--- src/rtl/ifetch_pkg.sv ---
`default_nettype none
// ============================================================================
//  Module      : ifetch_pkg
//  Description : Shared types for the instruction-fetch front end: fetch FSM
//                state encoding, instruction word size and the buffered
//                fetch-entry record (PC plus instruction word).
//  Ports       : none (package)
//  Revision    : 1.0 - initial release
// ============================================================================
package ifetch_pkg;

    localparam int WORD_BYTES = 4;

    typedef enum logic [1:0] {
        IDLE   = 2'd0,
        ADDR   = 2'd1,
        WAIT_R = 2'd2,
        ACK    = 2'd3
    } fetch_state_t;

    typedef struct packed {
        logic [31:0] pc;
        logic [31:0] instr;
    } fetch_entry_t;

endpackage
`default_nettype wire

--- src/rtl/axi_ifetch_master_if.sv ---
`default_nettype none
// ============================================================================
//  Module      : axi_ifetch_master_if
//  Description : AXI4-Lite read channels (AR and R) between the fetch master
//                and the instruction ROM slave.
//  Ports       : m_araddr/m_arvalid/m_arready - read address channel
//                m_rdata/m_rvalid/m_rready    - read data channel
//                modport master drives AR and rready, modport slave the rest
//  Revision    : 1.0 - initial release
// ============================================================================
interface axi_ifetch_master_if;

    logic [31:0] m_araddr;
    logic        m_arvalid;
    logic        m_arready;
    logic [31:0] m_rdata;
    logic        m_rvalid;
    logic        m_rready;

    modport master (
        output m_araddr,
        output m_arvalid,
        output m_rready,
        input  m_arready,
        input  m_rdata,
        input  m_rvalid
    );

    modport slave (
        input  m_araddr,
        input  m_arvalid,
        input  m_rready,
        output m_arready,
        output m_rdata,
        output m_rvalid
    );

endinterface
`default_nettype wire

--- src/rtl/ifetch_fifo.sv ---
`default_nettype none
// ============================================================================
//  Module      : ifetch_fifo
//  Description : Synchronous instruction buffer of FIFO_DEPTH fetch entries.
//                Wrapping log2(FIFO_DEPTH)-bit pointers plus an occupancy
//                count. Flush empties the buffer and overrides push/pop.
//  Ports       : clk, rst_n        - clock, async active-low reset
//                push, push_entry  - write one entry at the tail
//                pop               - drop the head entry
//                flush             - discard all entries
//                count             - current occupancy (0..FIFO_DEPTH)
//                head              - entry at the head (storage read, no logic
//                                    from push/pop inputs)
//  Revision    : 1.0 - initial release
// ============================================================================
module ifetch_fifo
    import ifetch_pkg::*;
#(
    parameter int FIFO_DEPTH = 4
) (
    input  logic                          clk,
    input  logic                          rst_n,
    input  logic                          push,
    input  fetch_entry_t                  push_entry,
    input  logic                          pop,
    input  logic                          flush,
    output logic [$clog2(FIFO_DEPTH):0]   count,
    output fetch_entry_t                  head
);

    localparam int               PTR_W   = $clog2(FIFO_DEPTH);
    localparam int               CNT_W   = PTR_W + 1;
    localparam logic [CNT_W-1:0] DEPTH_C = CNT_W'(FIFO_DEPTH);

    fetch_entry_t     mem [FIFO_DEPTH];
    logic [PTR_W-1:0] wr_ptr;
    logic [PTR_W-1:0] rd_ptr;
    logic [CNT_W-1:0] count_q;
    logic             do_push;
    logic             do_pop;

    // Guards keep the pointers coherent even if a caller misbehaves.
    assign do_push = push && (count_q != DEPTH_C);
    assign do_pop  = pop  && (count_q != '0);

    always_ff @(posedge clk or negedge rst_n) begin
        if (!rst_n) begin
            wr_ptr  <= '0;
            rd_ptr  <= '0;
            count_q <= '0;
            for (int i = 0; i < FIFO_DEPTH; i++) begin
                mem[i] <= '0;
            end
        end else if (flush) begin
            wr_ptr  <= '0;
            rd_ptr  <= '0;
            count_q <= '0;
        end else begin
            if (do_push) begin
                mem[wr_ptr] <= push_entry;
                wr_ptr      <= wr_ptr + 1'b1;
            end
            if (do_pop) begin
                rd_ptr <= rd_ptr + 1'b1;
            end
            case ({do_push, do_pop})
                2'b10:   count_q <= count_q + 1'b1;
                2'b01:   count_q <= count_q - 1'b1;
                default: count_q <= count_q;
            endcase
        end
    end

    assign count = count_q;
    assign head  = mem[rd_ptr];

endmodule
`default_nettype wire

--- src/rtl/axi_ifetch_master.sv ---
`default_nettype none
// ============================================================================
//  Module      : axi_ifetch_master
//  Description : Instruction-fetch front end. Owns the fetch PC, issues one
//                AXI4-Lite read at a time (only when a buffer slot is free),
//                and queues {pc, instr} entries for the core. A redirect
//                retargets the PC, flushes the buffer and marks any in-flight
//                read to be discarded.
//  Ports       : clk, rst_n                 - clock, async active-low reset
//                bus (master modport)       - AXI4-Lite AR/R channels
//                redirect_valid/redirect_pc - one-cycle PC redirect
//                if_valid/if_pc/if_instr    - head entry to the core
//                if_ready                   - core accepts head entry
//  Revision    : 1.0 - initial release
// ============================================================================
module axi_ifetch_master
    import ifetch_pkg::*;
#(
    parameter logic [31:0] RESET_PC   = 32'h0000_0000,
    parameter int          FIFO_DEPTH = 4   // power of 2, >= 2
) (
    input  logic                   clk,
    input  logic                   rst_n,
    axi_ifetch_master_if.master    bus,
    input  logic                   redirect_valid,
    input  logic [31:0]            redirect_pc,
    output logic                   if_valid,
    output logic [31:0]            if_pc,
    output logic [31:0]            if_instr,
    input  logic                   if_ready
);

    localparam int               CNT_W      = $clog2(FIFO_DEPTH) + 1;
    localparam logic [CNT_W-1:0] DEPTH_C    = CNT_W'(FIFO_DEPTH);
    localparam logic [31:0]      RESET_PC_A = RESET_PC & ~32'h3;

    fetch_state_t state, state_n;
    logic [31:0]  araddr,   araddr_n;
    logic         arvalid,  arvalid_n;
    logic         rready,   rready_n;
    logic [31:0]  fetch_pc, fetch_pc_n;
    logic [31:0]  req_pc,   req_pc_n;
    logic         kill,     kill_n;

    logic [CNT_W-1:0] fifo_count;
    logic [CNT_W-1:0] count_after;
    fetch_entry_t     head;
    fetch_entry_t     push_entry;
    logic             push;
    logic             pop;
    logic             ar_hs;
    logic             r_hs;
    logic [31:0]      target_pc;

    assign target_pc  = redirect_pc & ~32'h3;
    assign ar_hs      = arvalid && bus.m_arready;
    assign r_hs       = (state == ACK) && rready && bus.m_rvalid;
    // A response arriving under kill, or together with a redirect, belongs
    // to the abandoned path and is dropped.
    assign push       = r_hs && !kill && !redirect_valid;
    // Redirect flushes the buffer, so a same-cycle pop has no effect.
    assign pop        = if_valid && if_ready && !redirect_valid;
    assign push_entry = '{pc: req_pc, instr: bus.m_rdata};
    assign count_after = redirect_valid ? '0
                       : fifo_count + CNT_W'(push) - CNT_W'(pop);

    always_ff @(posedge clk or negedge rst_n) begin
        if (!rst_n) begin
            state    <= IDLE;
            araddr   <= RESET_PC_A;
            arvalid  <= 1'b0;
            rready   <= 1'b0;
            fetch_pc <= RESET_PC_A;
            req_pc   <= RESET_PC_A;
            kill     <= 1'b0;
        end else begin
            state    <= state_n;
            araddr   <= araddr_n;
            arvalid  <= arvalid_n;
            rready   <= rready_n;
            fetch_pc <= fetch_pc_n;
            req_pc   <= req_pc_n;
            kill     <= kill_n;
        end
    end

    always_comb begin
        state_n    = state;
        araddr_n   = araddr;
        arvalid_n  = arvalid;
        rready_n   = rready;
        req_pc_n   = req_pc;
        kill_n     = kill;
        fetch_pc_n = redirect_valid ? target_pc : fetch_pc;

        case (state)
            IDLE: begin
                // A redirect empties the buffer, so a slot is free and the
                // request can go straight out to the new target.
                if ((fifo_count < DEPTH_C) || redirect_valid) begin
                    state_n   = ADDR;
                    araddr_n  = fetch_pc_n;
                    arvalid_n = 1'b1;
                end
            end
            ADDR: begin
                // arvalid is never withdrawn once raised; a redirect only
                // marks the eventual response for discard.
                if (redirect_valid) begin
                    kill_n = 1'b1;
                end
                if (ar_hs) begin
                    state_n   = WAIT_R;
                    req_pc_n  = araddr;
                    arvalid_n = 1'b0;
                    if (!redirect_valid) begin
                        fetch_pc_n = fetch_pc + 32'(WORD_BYTES);
                    end
                end
            end
            WAIT_R: begin
                rready_n = 1'b0;
                if (redirect_valid) begin
                    kill_n = 1'b1;
                end
                if (bus.m_rvalid) begin
                    state_n  = ACK;
                    rready_n = 1'b1;
                end
            end
            ACK: begin
                if (r_hs) begin
                    kill_n   = 1'b0;
                    rready_n = 1'b0;
                    if (count_after < DEPTH_C) begin
                        state_n   = ADDR;
                        araddr_n  = fetch_pc_n;
                        arvalid_n = 1'b1;
                    end else begin
                        state_n = IDLE;
                    end
                end else if (redirect_valid) begin
                    kill_n = 1'b1;
                end
            end
            default: begin
                state_n = IDLE;
            end
        endcase
    end

    ifetch_fifo #(
        .FIFO_DEPTH (FIFO_DEPTH)
    ) u_fifo (
        .clk        (clk),
        .rst_n      (rst_n),
        .push       (push),
        .push_entry (push_entry),
        .pop        (pop),
        .flush      (redirect_valid),
        .count      (fifo_count),
        .head       (head)
    );

    assign bus.m_araddr  = araddr;
    assign bus.m_arvalid = arvalid;
    assign bus.m_rready  = rready;

    assign if_valid = (fifo_count != '0);
    assign if_pc    = head.pc;
    assign if_instr = head.instr;

endmodule
`default_nettype wire

--- src/flat_wrapper.sv ---
// flat-port wrapper written by rule: the top's interface ports become plain ports
module axi_ifetch_master_flat import ifetch_pkg::*;
#(
    parameter logic [31:0] RESET_PC   = 32'h0000_0000,
    parameter int          FIFO_DEPTH = 4                      
)
  (clk, rst_n, redirect_valid, redirect_pc, if_valid, if_pc, if_instr, if_ready, bus_m_araddr, bus_m_arvalid, bus_m_rready, bus_m_arready, bus_m_rdata, bus_m_rvalid);
  axi_ifetch_master_if bus_i ();
  input  logic clk;
  input  logic rst_n;
  input  logic redirect_valid;
  input  logic [31:0] redirect_pc;
  output logic if_valid;
  output logic [31:0] if_pc;
  output logic [31:0] if_instr;
  input  logic if_ready;
  output wire logic [$bits(bus_i.m_araddr)-1:0] bus_m_araddr;
  output wire logic [$bits(bus_i.m_arvalid)-1:0] bus_m_arvalid;
  output wire logic [$bits(bus_i.m_rready)-1:0] bus_m_rready;
  input wire logic [$bits(bus_i.m_arready)-1:0] bus_m_arready;
  input wire logic [$bits(bus_i.m_rdata)-1:0] bus_m_rdata;
  input wire logic [$bits(bus_i.m_rvalid)-1:0] bus_m_rvalid;
  assign bus_m_araddr = bus_i.m_araddr;
  assign bus_m_arvalid = bus_i.m_arvalid;
  assign bus_m_rready = bus_i.m_rready;
  assign bus_i.m_arready = bus_m_arready;
  assign bus_i.m_rdata = bus_m_rdata;
  assign bus_i.m_rvalid = bus_m_rvalid;
  axi_ifetch_master #(.RESET_PC(RESET_PC), .FIFO_DEPTH(FIFO_DEPTH)) u_core (.clk(clk), .rst_n(rst_n), .bus(bus_i), .redirect_valid(redirect_valid), .redirect_pc(redirect_pc), .if_valid(if_valid), .if_pc(if_pc), .if_instr(if_instr), .if_ready(if_ready));
endmodule
--- config.mk ---
export PLATFORM = sky130hd
export DESIGN_NAME = axi_ifetch_master_flat
export DESIGN_NICKNAME = d
export VERILOG_FILES = /design/src/rtl/ifetch_pkg.sv /design/src/rtl/axi_ifetch_master_if.sv /design/src/rtl/ifetch_fifo.sv /design/src/rtl/axi_ifetch_master.sv /design/src/flat_wrapper.sv
export SDC_FILE = /design/constraint.sdc
export NUM_CORES = 1
export LEC_CHECK = 0
export ABC_AREA = 1
export CAP_MARGIN = 20
export CORE_MARGIN = 5
export CORE_UTILIZATION = 58
export DETAILED_ROUTE_END_ITERATION = 10
export PLACE_DENSITY = 0.81
export SYNTH_ARGS = -nofsm -noshare
export SYNTH_HDL_FRONTEND = slang
export SYNTH_SLANG_ARGS = --single-unit
export TNS_END_PERCENT = 1
--- constraint.sdc ---
create_clock -name clk -period 3.2 [get_ports clk]
set_clock_uncertainty 0.05 [all_clocks]
set_input_delay 0.32 -clock clk [delete_from_list [all_inputs] [get_ports clk]]
set_output_delay 0.32 -clock clk [all_outputs]
set_load 0.02 [all_outputs]
After elaboration in Yosys (flattened, before gate mapping). Cells that the tools add are included.

$add $sub $neg: 7. Bitwise operators: 3. Reduce and logical (&&, ||, !) cells: 29. Order comparisons: 5. Multiplexer cells: 38. Equality and inequality tests: 11.

Operators with widths (count): 256-bit bitwise mux (1); 32-bit 2-to-1 mux (7); 64-bit 2-to-1 mux (3); 64-bit binary-select mux with 2-bit select (1); 64-bit demux with 2-bit select (1); 32-bit one-hot mux with 2 select lines (1); 32-bit by 3-bit adder with 32-bit output (second input constant) (1); 2-bit 2-to-1 mux (8); 1-bit logical AND (10); 2-bit nonzero test (5); 1-bit 2-to-1 mux (9); 3-bit nonzero test (3); 2-bit one-hot mux with 4 select lines (1); 4-bit AND reduction (2); 2-bit == test (second input constant) (3); 3-bit >= comparator (second input constant) (2); 3-bit less-than comparator (second input constant) (2); 3-bit 2-to-1 mux (2); 2-bit by 1-bit != test with 1-bit output (second input constant) (3); 2-bit inverter with 3-bit output (2); 3-bit one-hot mux with 2 select lines (1); 2-bit AND reduction (3); 5-bit AND reduction (1); 2-bit by 1-bit adder with 2-bit output (second input constant) (2); other kinds (15) (19).

Word-level logic and storage cells: 111. Output and inout bits: 99. Bits in registers: 364. Bits of input ports: 70.

Depth between registers and ports, before layout.
Depth after elaboration: 12. Depth in mapped cells: 16.

Modules after synthesis. A second synthesis with hierarchy kept.

Cell total of the unflattened synthesis: 1989. Area, all modules: 17235.3 um^2.

Modules (own cells, without submodules): ifetch_fifo (area each 12105.4 um^2, cells each 1314, sequential area each 6581.3 um^2, times used 1); axi_ifetch_master (area each 5129.9 um^2, cells each 675, sequential area each 2527.4 um^2, times used 1).

Worst setup path after synthesis. No wires, ideal clock.

Path type: register to register. Start: reg u_core.u_fifo.count_q[2] (netlist: u_core.u_fifo.count[2]). End: reg u_core.araddr[10] (netlist: u_core.bus.m_araddr[10]). Library setup time: 66 ps. Path slack: 671 ps. Data arrival time: 2412 ps. Path buffers: 2. Period minus slack after synthesis: 2529 ps. Data required time: 3084 ps. Cell stages (with the launch flop): 17. Path through: dfrtp_1 buf_2 nor2_1 nand2_1 nand2_1 nor2_1 ha_1 inv_1 ha_1 nand2_1 nand2_1 nand2_1 nand4_1 nand2_1 buf_2 nand2_1 nand2_1.

Word-level cells in the longest chain between the ends: 8.

Ends and longest elaborated chain: from (decl) (RTL line ifetch_fifo.sv:38) `logic [CNT_W-1:0] count_q;`; from (signal assigned) (RTL line ifetch_fifo.sv:67) `2'b10: count_q <= count_q + 1'b1;`; from (signal assigned) (RTL line ifetch_fifo.sv:68) `2'b01: count_q <= count_q - 1'b1;`; from (signal assigned) (RTL line ifetch_fifo.sv:69) `default: count_q <= count_q;`; 3-bit nonzero test (RTL line axi_ifetch_master.sv:169) `assign if_valid = (fifo_count != '0);`; net if_valid (RTL line flat_wrapper.sv:13) `output logic if_valid;`; 1-bit logical AND (2 in a row) (RTL line axi_ifetch_master.sv:62) `assign pop = if_valid && if_ready && !redirect_valid;`; 3-bit by 1-bit subtractor with 3-bit output (RTL line axi_ifetch_master.sv:65) `: fifo_count + CNT_W'(push) - CNT_W'(pop);`; 3-bit 2-to-1 mux (RTL line axi_ifetch_master.sv:64) `assign count_after = redirect_valid ? '0`; 3-bit less-than comparator (RTL line axi_ifetch_master.sv:135) `if (count_after < DEPTH_C) begin`; 2-bit != test (no line); 4-bit AND reduction (no line); to (signal assigned) (RTL line axi_ifetch_master.sv:78) `araddr <= araddr_n;`; to (decl) (RTL line axi_ifetch_master.sv:38) `logic [31:0] araddr, araddr_n;`.

The timed path passes the listed nets, and every way through them passes these cells. A chain may end at the register's enable or synchronous reset.

Worst setup path after layout.
Start: reg u_core.u_fifo.rd_ptr[0]. End: out if_pc[14].

Word-level cells in the longest chain between the ends: 4.

Ends and longest elaborated chain: from (decl) (RTL line ifetch_fifo.sv:37) `logic [PTR_W-1:0] rd_ptr;`; from (signal assigned) (RTL line ifetch_fifo.sv:64) `rd_ptr <= rd_ptr + 1'b1;`; 2-bit inverter with 3-bit output (not written as such) (RTL line ifetch_fifo.sv:75) `assign head = mem[rd_ptr];`; 64-bit binary-select mux with 2-bit select (RTL line ifetch_fifo.sv:75); 64-bit 2-to-1 mux (not written as such) (2 in a row) (RTL line ifetch_fifo.sv:75); to (decl) (RTL line flat_wrapper.sv:14) `output logic [31:0] if_pc;`.

No other way between the ends. The select of a mux whose other input is x is not followed.

==> qor.csv <==
metric,value,unit
outcome,completed,
die_x,182,um
crit_slowest_cell,clkdlybuf4s50_1,
grt_overflow,0,
cp_data_required_time,2.83,ns
ff_latch_area,9110,um^2
rows,63,
start_util,0.583,
pwr-share-seq,0.373,
maxCapViolCount,0,
grt_pass1_vias,15039,
crit_chain,buf_12 > o21ai_0 > o22ai_1 > clkdlybuf4s50_1,
synth_seq_cells,364,
hpwl,27900,um
fill_cells,2329,
vias,15477,
clk_latency,0.52,ns
synth-seq-area-share,0.532,
holdPathEnd,u_core.u_fifo.count[1],
cts.reportedPaths.clkPinSlew,0.06,ns
diodes,0,
rsz0062_at_grt,no,
area_delta_synth_final,18.6,%
p_int,0.0103,W
arrival,2.66,ns
swShare,0.369,
pwr-share-comb,0.358,
worstReg2RegEnd,u_core.bus.m_araddr[3],
critPathKind,reg2out,
timing.rr.start,u_core.state[0],
syn_area,17100,um^2
drc,0,
post-place-ws,0.429,ns
syn_inst,2178,
drive_gt1_frac,0.0538,
worst_slack,0.168,ns
coreArea,29400,um^2
ctsLongestPathBuffers,3,
ctsHtreeMaxLevel,2,
clkSinkCount,364,
cts_buffers,39,
min_path_cells,5,
powerDensity,803,nW/um^2
irDropWorstVdd,0.000620,V
yosysWarnings,0,
setup_viol,0,
hold_viol_final,0,
cts-root-buf,clkbuf_16,
tightest_slew,0.792,ns
tns,0,ns
grt.total_usage,0.279,
post_cts_buffers,0,
hold_path_class,in2reg,
crit_buf_inv,2,
yosysUniqueCellTypes,34,
drt_iter0_drc,1615,
finalWeightedCongestion,0.910,
p_switching,0.00602,W
postRouteAntennaNets,0,
final_common_cell,nand2_1,
rrSetupSlack,0.55,ns
cp-start-kind,flip-flop,
pin_count,169,
drtPass1Iterations,5,
drv_slew,0,
antenna_found_initial,0,
synth_nets,2261,
fin_nets,2364,
avgSynthCellArea,7.87,um^2
port_buffers,166,
die_y,182,um
min_period_over_period,0.948,
fmax,330,MHz
cts_tree,built,
cp_max_fo,129,
grt_pass1_wl,76800,um
layout_common_cells,"816 x nand2_1, 426 x o21ai_0, 362 x dfrtp_1",
die_area,33100,um^2
wl_per_cell,17.3,um
finalWirelength,46700,um
min_period,3.03,ns
relSlewSlack,0.472,
multi_input_area,7110,um^2
hp-start,redirect_valid,
cp_top_family,buffers and inverters,
via_per_inst,5.74,
power.clock.fraction,0.270,
cp-end-kind,primary output,
power_leakage,10.7,nW
worstRegToRegCells,15,
slowest_delay,0.67,ns
grt_max_degree,192,
## per-layer routing
metal / part of all wire / GRT usage
met5: 0 / 0
met2: 0.47 / 0.452
met4: 0.019 / 0.0696
met1: 0.42 / 0.393
met3: 0.087 / 0.0513
## Yosys cell counts, drive strengths merged
master	number	area, um^2
nand2	819	3080
o21ai	426	2130
dfrtp	364	9110
nor2	173	727
clkbuf	106	398
inv	64	240
o22ai	64	400
nand3	56	285
buf	43	279
nand4	14	87.6
nor3	13	70.1
ha	12	150
a21oi	9	45.0
mux2i	3	30.0
a31oi	2	12.5
xor2	2	17.5
and3	1	6.26
clkinv	1	3.75
fa	1	20.0
nand3b	1	7.51
o211ai	1	7.51
o31ai	1	7.51
or2	1	6.26
xnor2	1	8.76
## per-stage QoR
| stage | total power [W] | hold slack, ns | instance area (um^2) | std cells | utilization |
|---|---|---|---|---|---|
| after floorplan | 0.00925 | -0.0256 | 17100 | 2178 | - |
| after global placement | 0.0118 | 0.365 | 19100 | 2629 | 0.649 |
| after detailed placement | 0.0119 | 0.374 | 19100 | 2629 | 0.649 |
| after CTS | 0.0163 | 0.288 | 20300 | 2696 | 0.691 |
| after global routing | 0.0172 | 0.302 | 20300 | 2696 | 0.691 |
| final | 0.0163 | 0.309 | 20300 | 2696 | 0.691 |
## state kept, by name, summed over array words and instances, names as in the netlist, 2 cells and up
name	flops
u_core.bus.m_araddr	32
u_core.fetch_pc	32
u_core.req_pc	32
u_core.state	2
u_core.u_fifo.count	3
u_core.u_fifo.mem	256
u_core.u_fifo.rd_ptr	2
u_core.u_fifo.wr_ptr	2
## layout make-up
cell class,count,area share
Clock inverter,10,0.00505
Tap cell,390,0.0240
Sequential cell,364,0.449
Inverter,65,0.0121
Multi-Input combinational cell,1600,0.350
Clock buffer,56,0.0552
Timing Repair Buffer,211,0.105
## repair_timing
item                                    CTS  global route
hold buffers                              1             0
endpoints found under the setup margin    0             2
endpoints found under the hold margin    93             0
resized for setup                         0             1
## power groups by stage
stage	Sequential [W]	Clock, W	Combinational, W
6_report	0.00608	0.00440	0.00584
2_1_floorplan	0.00609	0	0.00316
4_1_cts	0.00605	0.00444	0.00586
3_3_place_gp	0.00609	0	0.00572
5_1_grt	0.00616	0.00463	0.00636
3_5_place_dp	0.00612	0	0.00582
## kinds of logic after synthesis
kind of cell    Yosys count  share of synthesized area
compound gates          503                      0.152
xor+xnor                  3                    0.00153
fa+ha+maj                13                    0.00993
buf+inv                 214                     0.0538
flops                   364                      0.532
mux                       3                    0.00175
simple gates           1078                      0.249
## worst max-delay path by stage
stage / to / startpoint / cells after the start / slack [ns]
6_report: if_pc[14] / u_core.u_fifo.rd_ptr[0] / 4 / 0.17
5_1_grt: if_pc[20] / u_core.u_fifo.rd_ptr[0] / 4 / 0.09
4_1_cts: if_pc[27] / u_core.u_fifo.rd_ptr[1] / 4 / 0.08
3_5_place_dp: u_core.bus.m_araddr[3] / bus_m_rvalid / 15 / 0.43
3_3_place_gp: u_core.bus.m_araddr[0] / if_ready / 14 / 0.49
2_1_floorplan: u_core.bus.m_araddr[10] / u_core.u_fifo.count[2] / 16 / 0.67
## worst min-delay path: cells and delay by family
kind          cells  cell delay, ns
buf+inv           1            0.13
simple gates      4            0.40
No activity file was read; power rests on OpenSTA's default activity.
